`src/rtl/spi_xfer_ctrl.sv`:
```
// SPI master transfer sequencer: takes one command per transfer, drives CS/MOSI from the
// clock generator strobes and returns the RX word. Optional macro: SPI_XFER_CS_DELAY_EN.
`timescale 1ns/1ps
module spi_xfer_ctrl #(
  parameter int unsigned DATA_WIDTH = 32,
  parameter int unsigned CS_NUM     = 4,
  localparam int unsigned LEN_W     = $clog2(DATA_WIDTH),
  localparam int unsigned CS_W      = $clog2(CS_NUM)
) (
  input  logic                  clk_i,
  input  logic                  rst_n_i,
  input  logic                  cfg_cpol_i,
  input  logic                  cfg_cpha_i,
  input  logic                  cfg_lsb_first_i,
`ifdef SPI_XFER_CS_DELAY_EN
  input  logic [7:0]            cfg_setup_i,
  input  logic [7:0]            cfg_hold_i,
`endif
  input  logic                  cmd_valid_i,
  output logic                  cmd_ready_o,
  input  logic [LEN_W-1:0]      cmd_len_i,
  input  logic [CS_W-1:0]       cmd_cs_i,
  input  logic                  cmd_keep_cs_i,
  input  logic [DATA_WIDTH-1:0] cmd_txdata_i,
  output logic                  rsp_valid_o,
  input  logic                  rsp_ready_i,
  output logic [DATA_WIDTH-1:0] rsp_rxdata_o,
  output logic                  clk_en_o,
  output logic                  cpol_o,
  input  logic                  spi_rise_i,
  input  logic                  spi_fall_i,
  output logic [CS_NUM-1:0]     spi_csn_o,
  output logic                  spi_mosi_o,
  input  logic                  spi_miso_i,
  output logic                  busy_o
);

  localparam int unsigned BITS_W = LEN_W + 1;
  localparam int unsigned EDGE_W = LEN_W + 2;
  localparam int unsigned DLY_W  = 8;

  typedef enum logic [2:0] {IDLE, SETUP, XFER, HOLD, RESP} state_t;

  state_t                state_q, state_d;
  logic                  cpha_q, cpha_d;
  logic                  lsb_q, lsb_d;
  logic                  keep_q, keep_d;
  logic [BITS_W-1:0]     len_q, len_d;
  logic [DATA_WIDTH-1:0] shreg_q, shreg_d;
  logic [DATA_WIDTH-1:0] rx_q, rx_d;
  logic [EDGE_W-1:0]     edge_q, edge_d;
  logic [DLY_W-1:0]      cnt_q, cnt_d;
  logic [DLY_W-1:0]      hold_q, hold_d;

  logic                  cmd_ready_d, busy_d, rsp_valid_d, clk_en_d, cpol_d, mosi_d;
  logic [DATA_WIDTH-1:0] rsp_rxdata_d;
  logic [CS_NUM-1:0]     csn_d;

  logic                  lead, trail;
  logic [BITS_W-1:0]     len_v;
  logic [DATA_WIDTH-1:0] tx_word;
  logic [LEN_W-1:0]      idx, pos;
  logic [EDGE_W-1:0]     last_edge;
  logic [DLY_W-1:0]      setup_val, hold_val;

`ifdef SPI_XFER_CS_DELAY_EN
  assign setup_val = cfg_setup_i;
  assign hold_val  = cfg_hold_i;
`else
  assign setup_val = '0;
  assign hold_val  = '0;
`endif

  // Reverse the low n bits so the shifter always emits from bit 0.
  function automatic logic [DATA_WIDTH-1:0] reverse_len(input logic [DATA_WIDTH-1:0] w,
                                                        input logic [BITS_W-1:0] n);
    logic [DATA_WIDTH-1:0] r;
    r = '0;
    for (int unsigned i = 0; i < DATA_WIDTH; i++) begin
      if (i < 32'(n)) r[LEN_W'(i)] = w[LEN_W'(32'(n) - 32'd1 - i)];
    end
    return r;
  endfunction

  assign len_v     = (cmd_len_i == '0) ? BITS_W'(DATA_WIDTH) : BITS_W'(cmd_len_i);
  assign tx_word   = cfg_lsb_first_i ? cmd_txdata_i : reverse_len(cmd_txdata_i, len_v);
  assign lead      = cpol_o ? spi_fall_i : spi_rise_i;
  assign trail     = cpol_o ? spi_rise_i : spi_fall_i;
  assign idx       = LEN_W'(edge_q >> 1);
  assign pos       = lsb_q ? idx : LEN_W'(len_q - BITS_W'(1) - BITS_W'(idx));
  assign last_edge = EDGE_W'({len_q, 1'b0}) - EDGE_W'(1);

  // Next-state and next-output logic.
  always_comb begin
    state_d      = state_q;
    cpha_d       = cpha_q;
    lsb_d        = lsb_q;
    keep_d       = keep_q;
    len_d        = len_q;
    shreg_d      = shreg_q;
    rx_d         = rx_q;
    edge_d       = edge_q;
    cnt_d        = cnt_q;
    hold_d       = hold_q;
    cmd_ready_d  = cmd_ready_o;
    busy_d       = busy_o;
    rsp_valid_d  = rsp_valid_o;
    rsp_rxdata_d = rsp_rxdata_o;
    clk_en_d     = clk_en_o;
    cpol_d       = cpol_o;
    mosi_d       = spi_mosi_o;
    csn_d        = spi_csn_o;

    case (state_q)
      IDLE: begin
        if (cmd_valid_i && cmd_ready_o) begin
          state_d     = SETUP;
          cpol_d      = cfg_cpol_i;
          cpha_d      = cfg_cpha_i;
          lsb_d       = cfg_lsb_first_i;
          keep_d      = cmd_keep_cs_i;
          len_d       = len_v;
          shreg_d     = tx_word;
          mosi_d      = tx_word[0];
          rx_d        = '0;
          edge_d      = '0;
          cnt_d       = setup_val;
          hold_d      = hold_val;
          // Selecting the target line also releases a kept CS on a different index.
          csn_d       = ~(CS_NUM'(1) << cmd_cs_i);
          cmd_ready_d = 1'b0;
          busy_d      = 1'b1;
        end
      end
      SETUP: begin
        if (cnt_q == '0) begin
          state_d  = XFER;
          clk_en_d = 1'b1;
        end else begin
          cnt_d = cnt_q - DLY_W'(1);
        end
      end
      XFER: begin
        if (lead || trail) begin
          edge_d = edge_q + EDGE_W'(1);
          if (cpha_q ? trail : lead) rx_d[pos] = spi_miso_i;
          // With cpha=1 the first bit is already on MOSI before the first leading edge.
          if (cpha_q ? (lead && (edge_q != '0)) : trail) begin
            shreg_d = shreg_q >> 1;
            mosi_d  = shreg_d[0];
          end
          if (edge_q == last_edge) begin
            state_d  = HOLD;
            clk_en_d = 1'b0;
            cnt_d    = hold_q;
          end
        end
      end
      HOLD: begin
        if (cnt_q == '0) begin
          state_d      = RESP;
          rsp_valid_d  = 1'b1;
          rsp_rxdata_d = rx_q;
          if (!keep_q) csn_d = '1;
        end else begin
          cnt_d = cnt_q - DLY_W'(1);
        end
      end
      RESP: begin
        if (rsp_ready_i) begin
          state_d     = IDLE;
          rsp_valid_d = 1'b0;
          cmd_ready_d = 1'b1;
          busy_d      = 1'b0;
        end
      end
      default: state_d = IDLE;
    endcase
  end

  // State and output registers.
  always_ff @(posedge clk_i) begin
    if (!rst_n_i) begin
      state_q      <= IDLE;
      cpha_q       <= 1'b0;
      lsb_q        <= 1'b0;
      keep_q       <= 1'b0;
      len_q        <= '0;
      shreg_q      <= '0;
      rx_q         <= '0;
      edge_q       <= '0;
      cnt_q        <= '0;
      hold_q       <= '0;
      cmd_ready_o  <= 1'b1;
      busy_o       <= 1'b0;
      rsp_valid_o  <= 1'b0;
      rsp_rxdata_o <= '0;
      clk_en_o     <= 1'b0;
      cpol_o       <= 1'b0;
      spi_mosi_o   <= 1'b0;
      spi_csn_o    <= '1;
    end else begin
      state_q      <= state_d;
      cpha_q       <= cpha_d;
      lsb_q        <= lsb_d;
      keep_q       <= keep_d;
      len_q        <= len_d;
      shreg_q      <= shreg_d;
      rx_q         <= rx_d;
      edge_q       <= edge_d;
      cnt_q        <= cnt_d;
      hold_q       <= hold_d;
      cmd_ready_o  <= cmd_ready_d;
      busy_o       <= busy_d;
      rsp_valid_o  <= rsp_valid_d;
      rsp_rxdata_o <= rsp_rxdata_d;
      clk_en_o     <= clk_en_d;
      cpol_o       <= cpol_d;
      spi_mosi_o   <= mosi_d;
      spi_csn_o    <= csn_d;
    end
  end

endmodule
```
`config.mk`:
```
export PLATFORM = sky130hd
export DESIGN_NAME = spi_xfer_ctrl
export DESIGN_NICKNAME = d
export VERILOG_FILES = /design/src/rtl/spi_xfer_ctrl.sv
export SDC_FILE = /design/constraint.sdc
export NUM_CORES = 1
export LEC_CHECK = 0
export CORE_UTILIZATION = 40
export DETAILED_ROUTE_END_ITERATION = 10
export PLACE_DENSITY = 0.68
export SETUP_SLACK_MARGIN = 0.2
export SLEW_MARGIN = 20
export SYNTH_ARGS = -nofsm -noshare
export SYNTH_HDL_FRONTEND = slang
export SYNTH_SLANG_ARGS = --single-unit
```
`constraint.sdc`:
```
create_clock -name clk_i -period 6.74 [get_ports clk_i]
set_input_delay 1.011 -clock clk_i [delete_from_list [all_inputs] [get_ports clk_i]]
set_output_delay 1.011 -clock clk_i [all_outputs]
set_load 0.01 [all_outputs]
```
* Word level (Yosys, flattened, before mapping)
Cells that the tools add are included.
** Word-level totals
- Register bits :: 133
- Input bits :: 50
- Output and inout bits :: 42
** Cells by class
- Add/subtract/negate cells :: 37
- Magnitude comparators :: 66
- Equal/unequal tests :: 15
- Shifts and indexed selects :: 1
- Multiplexer cells :: 148
- Bitwise operators :: 1
- Reduce and logical (&&, ||, !) cells :: 26
** Operator list (count)
- two-way mux 32 bit :: 7
- less-than comparator 5 x 6 -> 1 bit, second input constant :: 33
- binary-select mux 1 bit (select 5 bit) :: 32
- one-hot mux 32 bit (2 select lines) :: 2
- less-than comparator 5 x 6 -> 1 bit, first input constant :: 16
- two-way mux 1 bit :: 79
- subtractor 5 bit, second input constant :: 15
- less-than comparator 4 x 6 -> 1 bit, first input constant :: 8
- subtractor 5 x 4 -> 5 bit, second input constant :: 8
- bitwise mux 32 bit :: 1
- two-way mux 8 bit :: 4
- less-than comparator 3 x 6 -> 1 bit, first input constant :: 4
- one-hot mux 8 bit (3 select lines) :: 1
- inequality test 2 bit, second input constant :: 10
- subtractor 5 x 1 -> 5 bit, second input constant :: 4
- subtractor 5 x 3 -> 5 bit, second input constant :: 4
- two-way mux 3 bit :: 6
- AND reduction 4 bit :: 4
- one-hot mux 3 bit (5 select lines) :: 1
- two-way mux 7 bit :: 2
- one-hot mux 7 bit (2 select lines) :: 1
- less-than comparator 1 x 6 -> 1 bit, first input constant :: 2
- less-than comparator 2 x 6 -> 1 bit, first input constant :: 2
- two-way mux 4 bit :: 3
- other kinds (30) :: 45

* Depth between registers and ports, before layout
- Depth after elaboration :: 11
- Depth in mapped cells :: 14

* Least setup slack after synthesis
No wires, ideal clock.
- Path kind :: input port to flip-flop
- Start point :: in cmd_len_i[0]
- End point :: reg shreg_q[0]
- Library setup time :: 0.128 ns
- Data arrival time :: 3.933 ns
- Required time :: 6.612 ns
- Path slack :: 2.679 ns
- Stages on the path :: 13
- Buffers on the path :: 5
- Cells stage by stage :: buf_6 buf_2 buf_2 inv_1 ha_1 buf_2 buf_1 mux4_2 mux4_2 mux2i_1 a2111oi_0 a2111oi_1 nor2_1
** Between the ends
- Longest elaborated chain between the ends :: 9
- Elaborated cells on any way between the ends :: 10
- Those cells by class :: 1 x add/sub; 1 x order compare; 7 x mux; 1 x reduce/logical
** RTL lines
- from (decl) :: line 21 : input logic [LEN_W-1:0] cmd_len_i,
- logical NOT 5 bit :: line 85 : assign len_v = (cmd_len_i == '0) ? BITS_W'(DATA_WIDTH) : BITS_W'(cmd_len_i);
- two-way mux 6 bit * :: line 85
- subtractor 5 x 1 -> 5 bit :: line 80 : if (i < 32'(n)) r[LEN_W'(i)] = w[LEN_W'(32'(n) - 32'd1 - i)];
- binary-select mux 1 bit (select 5 bit) :: line 80
- two-way mux 1 bit (implied by the code) :: line 80
- two-way mux 1 bit * :: line 80
- two-way mux 32 bit * :: line 86 : assign tx_word = cfg_lsb_first_i ? cmd_txdata_i : reverse_len(cmd_txdata_i, len_v);
- two-way mux 32 bit * :: line 116 : if (cmd_valid_i && cmd_ready_o) begin
- one-hot mux 32 bit (2 select lines) * :: line 114 : case (state_q)
- to (signal assigned) :: line 208 : shreg_q <= shreg_d;
- to (decl) :: line 49 : logic [DATA_WIDTH-1:0] shreg_q, shreg_d;
Mark *: on every way between the ends. The rest lies on a longest branch, timed or not. The select of a mux whose other input is x is not followed.
A chain may end at the register's enable or synchronous reset.

* Worst setup path after layout
- Start point :: in cmd_len_i[2]
- End point :: reg shreg_q[20]
** Between the ends
- Longest elaborated chain between the ends :: 10
- Elaborated cells on any way between the ends :: 11
- Those cells by class :: 2 x add/sub; 1 x order compare; 7 x mux; 1 x reduce/logical
** RTL lines (line)
- logical NOT 5 bit :: 85
- two-way mux 6 bit * :: 85
- subtractor 5 x 1 -> 5 bit :: 80
- subtractor 5 bit :: 80
- binary-select mux 1 bit (select 5 bit) :: 80
- two-way mux 1 bit (implied by the code) :: 80
- two-way mux 1 bit * :: 80
- two-way mux 32 bit * :: 86
- two-way mux 32 bit * :: 116
- one-hot mux 32 bit (2 select lines) * :: 114
Marks and branches as above.

==> summary.txt <==
via count -> 8884
area delta synth->final -> 18.0%
initial antenna violation count -> 0
max-cap violations -> 0
CTS clk-pin slew, worst paths -> 70 ps
CTS Buf Count -> 17
largest net degree at the start of global routing -> 74
Design Area, Final -> 0.0108 mm²
Post-Synth Adder-Cell Area -> 1.73%
cell area after synthesis -> 0.00913 mm²
Post-Synth XOR/XNOR Area -> 4.85%
outcome -> completed
post-CTS setup buffer count -> 0
CTS HTree Levels -> 4
Main synth FF type -> dfxtp_1
vias in the first global route -> 8001
Net Sw Frac -> 40.8%
pre-CTS WS -> 2080 ps
DRC Markers -> 0
Fmax -> 0.234 GHz
synthesized area per cell -> 8.40 µm²
GRT Total Usage -> 24.3%
Worst path slowest cell -> clkdlybuf4s50_1
clock sinks -> 132
Syn Nets -> 1149
Vert. Die Dim -> 153 µm
Cell Area, Placed -> 0.0102 mm²
synth unique cells -> 70
Buf/Inv on CP -> 1
Syn Inst Count -> 1087
Int Pwr -> 1.88 mW
top cells by area, synth -> dfxtp_1, mux4_2, nand2_1
clock network power share -> 30.3%
DRT Pass-1 Iters -> 5
post_cts resized -> 0
Comb power frac -> 38.0%
Power Total -> 3.17 mW
dpl cells -> 1383
final std cells w/o fill -> 1415
Setup TNS -> 0 ps
Hold WS -> 448 ps
min cycle time layout -> 4280 ps
Post-Route WL -> 28.3 mm
final worst setup slack -> 2460 ps
initial DRC count -> 844
Skew-Pair Late Insertion Delay -> 440 ps
die width -> 153 µm
Critical Path Start Type -> input pin
Largest delay share family, worst path -> simple AND/OR/NAND/NOR gates
crit-path cells -> clkdlybuf4s50_1 -> o31ai_1 -> and2_1 -> mux4_2 -> mux2i_1 -> nor3_1 -> a2111oi_0 -> nor2_1
CP peak stage delay -> 890 ps
maximum VDD drop -> 0.155 mV
RSZ-0062 raised after global routing -> no
Final Max Tran Viols -> 0
Worst EP required -> 7050 ps
Util after Layout -> 48.8%
I/O pin cnt -> 92
flops & latches, synth -> 132
Antenna diodes -> 0
Synth Warn # -> 0
ys async rst share -> 0%
Avg WL per Cell -> 20.0 µm
HPWL after detailed placement -> 19.8 mm
# rows -> 54
clk buf depth -> 2
Layout fillers -> 2057
CTS tree -> done
HP Class -> flop to flop
Flop pwr share -> 31.7%
Setup-failing EPs final -> 0
total core area -> 0.0221 mm²
worst-path fanout max -> 25
Final Hold Vio Count -> 0
first-pass GRT wire length -> 45.0 mm
layout cells sized above 1 -> 11.8%
largest area contributor in the netlist -> dfxtp_1
fin nets -> 1184
Worst EP arrival -> 4590 ps
I/O Buffers -> 91
Hold-fix buffers, CTS -> 0
Compound-Gate Fraction of Synth Area -> 21.5%
Leak -> 3.62 nW
Synth Area in Simple Gates -> 20.9%
mux contribution to synthesized area -> 17.1%
Setup Skew -> 17.6 ps
main combinational cell family by area after synthesis -> compound AO/OA/AOI/OAI gates
via/cell ratio -> 6.28
placer's final routability congestion estimate -> 0.972
initial core utilization -> 41.3%
Slew Limit Headroom -> 29.0%
antenna-violating nets left -> 0
CP Capture Type -> flop
Root Driver -> clkbuf_16
post-route clock period utilization -> 63.5%
pwr/cell area -> 294 mW/mm²
grt total ovfl -> 0
top cell type's share of synthesized area -> 28.9%
Die Area -> 0.0234 mm²
slew at the pin closest to its max-slew limit -> 1060 ps
EDFF count, synth -> 0
register area share after synthesis -> 28.9%
Setup CP Type -> input pin to flop
NetSw -> 1.29 mW
-- cell usage in the layout, fill, tap and decap left out, types with 19 or more instances in the layout --
cell	netlist	routed
o21ai_0	60	60
nor2_1	86	85
mux4_2	59	59
nand3_1	43	43
clkdlybuf4s50_1	0	88
xnor2_1	32	32
inv_1	20	19
mux2i_1	21	21
a21oi_1	105	105
a32o_1	32	32
dfxtp_1	132	132
nand2_1	170	169
or4_1	19	19
-- cells by family after synthesis --
family	count (synthesis)
and+or+nand+nor	405
AOI/OAI and AO/OA	296
DFF	132
buffers and inverters	112
muxes	82
xor gates and xnor gates	48
adders and majority gates	12
-- path summary, 6_finish.rpt --
check / from / end / slack (ps) / cells past startpoint
setup / recovery: cmd_len_i[2] / shreg_q[20] / 2460 / 8
hold / removal: rx_q[14] / rsp_rxdata_o[14] / 450 / 2
setup reg to reg: edge_q[1] / rx_q[3] / 3640 / 10
hold reg to reg: rx_q[14] / rsp_rxdata_o[14] / 450 / 2
-- worst min-delay path, stage by stage (launching register included) --
cell and delay, ps:
dfxtp_1 310, nand2_1 50, a21oi_1 50
-- power groups by stage --
stage               combinational (mW)  sequential (mW)  clock [mW]
finish                            1.20             1.00       0.960
global route                      1.31             1.02        1.01
CTS                               1.19             1.00       0.969
detailed placement                1.18             1.02           0
global placement                  1.17             1.01           0
floorplan                        0.873            0.971           0
-- state kept, by name, indices dropped and copies added, names as in the netlist --
signal / cells
keep_q: 1
clk_en_o: 1
cnt_q: 8
state_q: 3
cmd_ready_o: 1
rsp_valid_o: 1
edge_q: 7
lsb_q: 1
rx_q: 32
len_q: 6
rsp_rxdata_o: 32
spi_csn_o: 4
shreg_q: 32
cpol_o: 1
cpha_q: 1
busy_o: 1
-- Yosys cell counts, types with 5 or more instances --
cell type	number
nand2_1	170
dfxtp_1	132
a21oi_1	105
nor2_1	86
clkbuf_1	71
o21ai_0	60
mux4_2	59
nand3_1	43
a32o_1	32
xnor2_1	32
mux2i_1	21
inv_1	20
or4_1	19
nor3_1	17
buf_2	16
xor2_1	13
a31oi_1	11
ha_1	11
a22oi_1	9
nor4_1	9
o211ai_1	8
or3_1	8
a21o_1	7
a221oi_1	7
and3_1	7
nand3b_1	7
nand4_1	7
o311ai_0	7
a211oi_1	6
nand4b_1	6
nor3b_1	5
-- routing by layer --
metal | up-vias | routed length (µm) | track usage [%]
met3 | 65 | 2720 | 7.37
met4 | 0 | 1040 | 11.3
met2 | 442 | 12300 | 35.0
met5 | - | 0 | 0
li1 | 4129 | - | -
met1 | 4248 | 12300 | 33.1
-- final cells by class --
cell class                 count  area [µm²]  area share, %
clock buffer                  17         425           3.95
clock inverter                15         179           1.66
inverter                      20        75.1          0.697
multi-input combinational    843        6080           56.4
sequential                   132        2640           24.5
tap                          280         350           3.25
timing repair buffer         108        1020           9.50
Power figures use the tool's default switching activity.
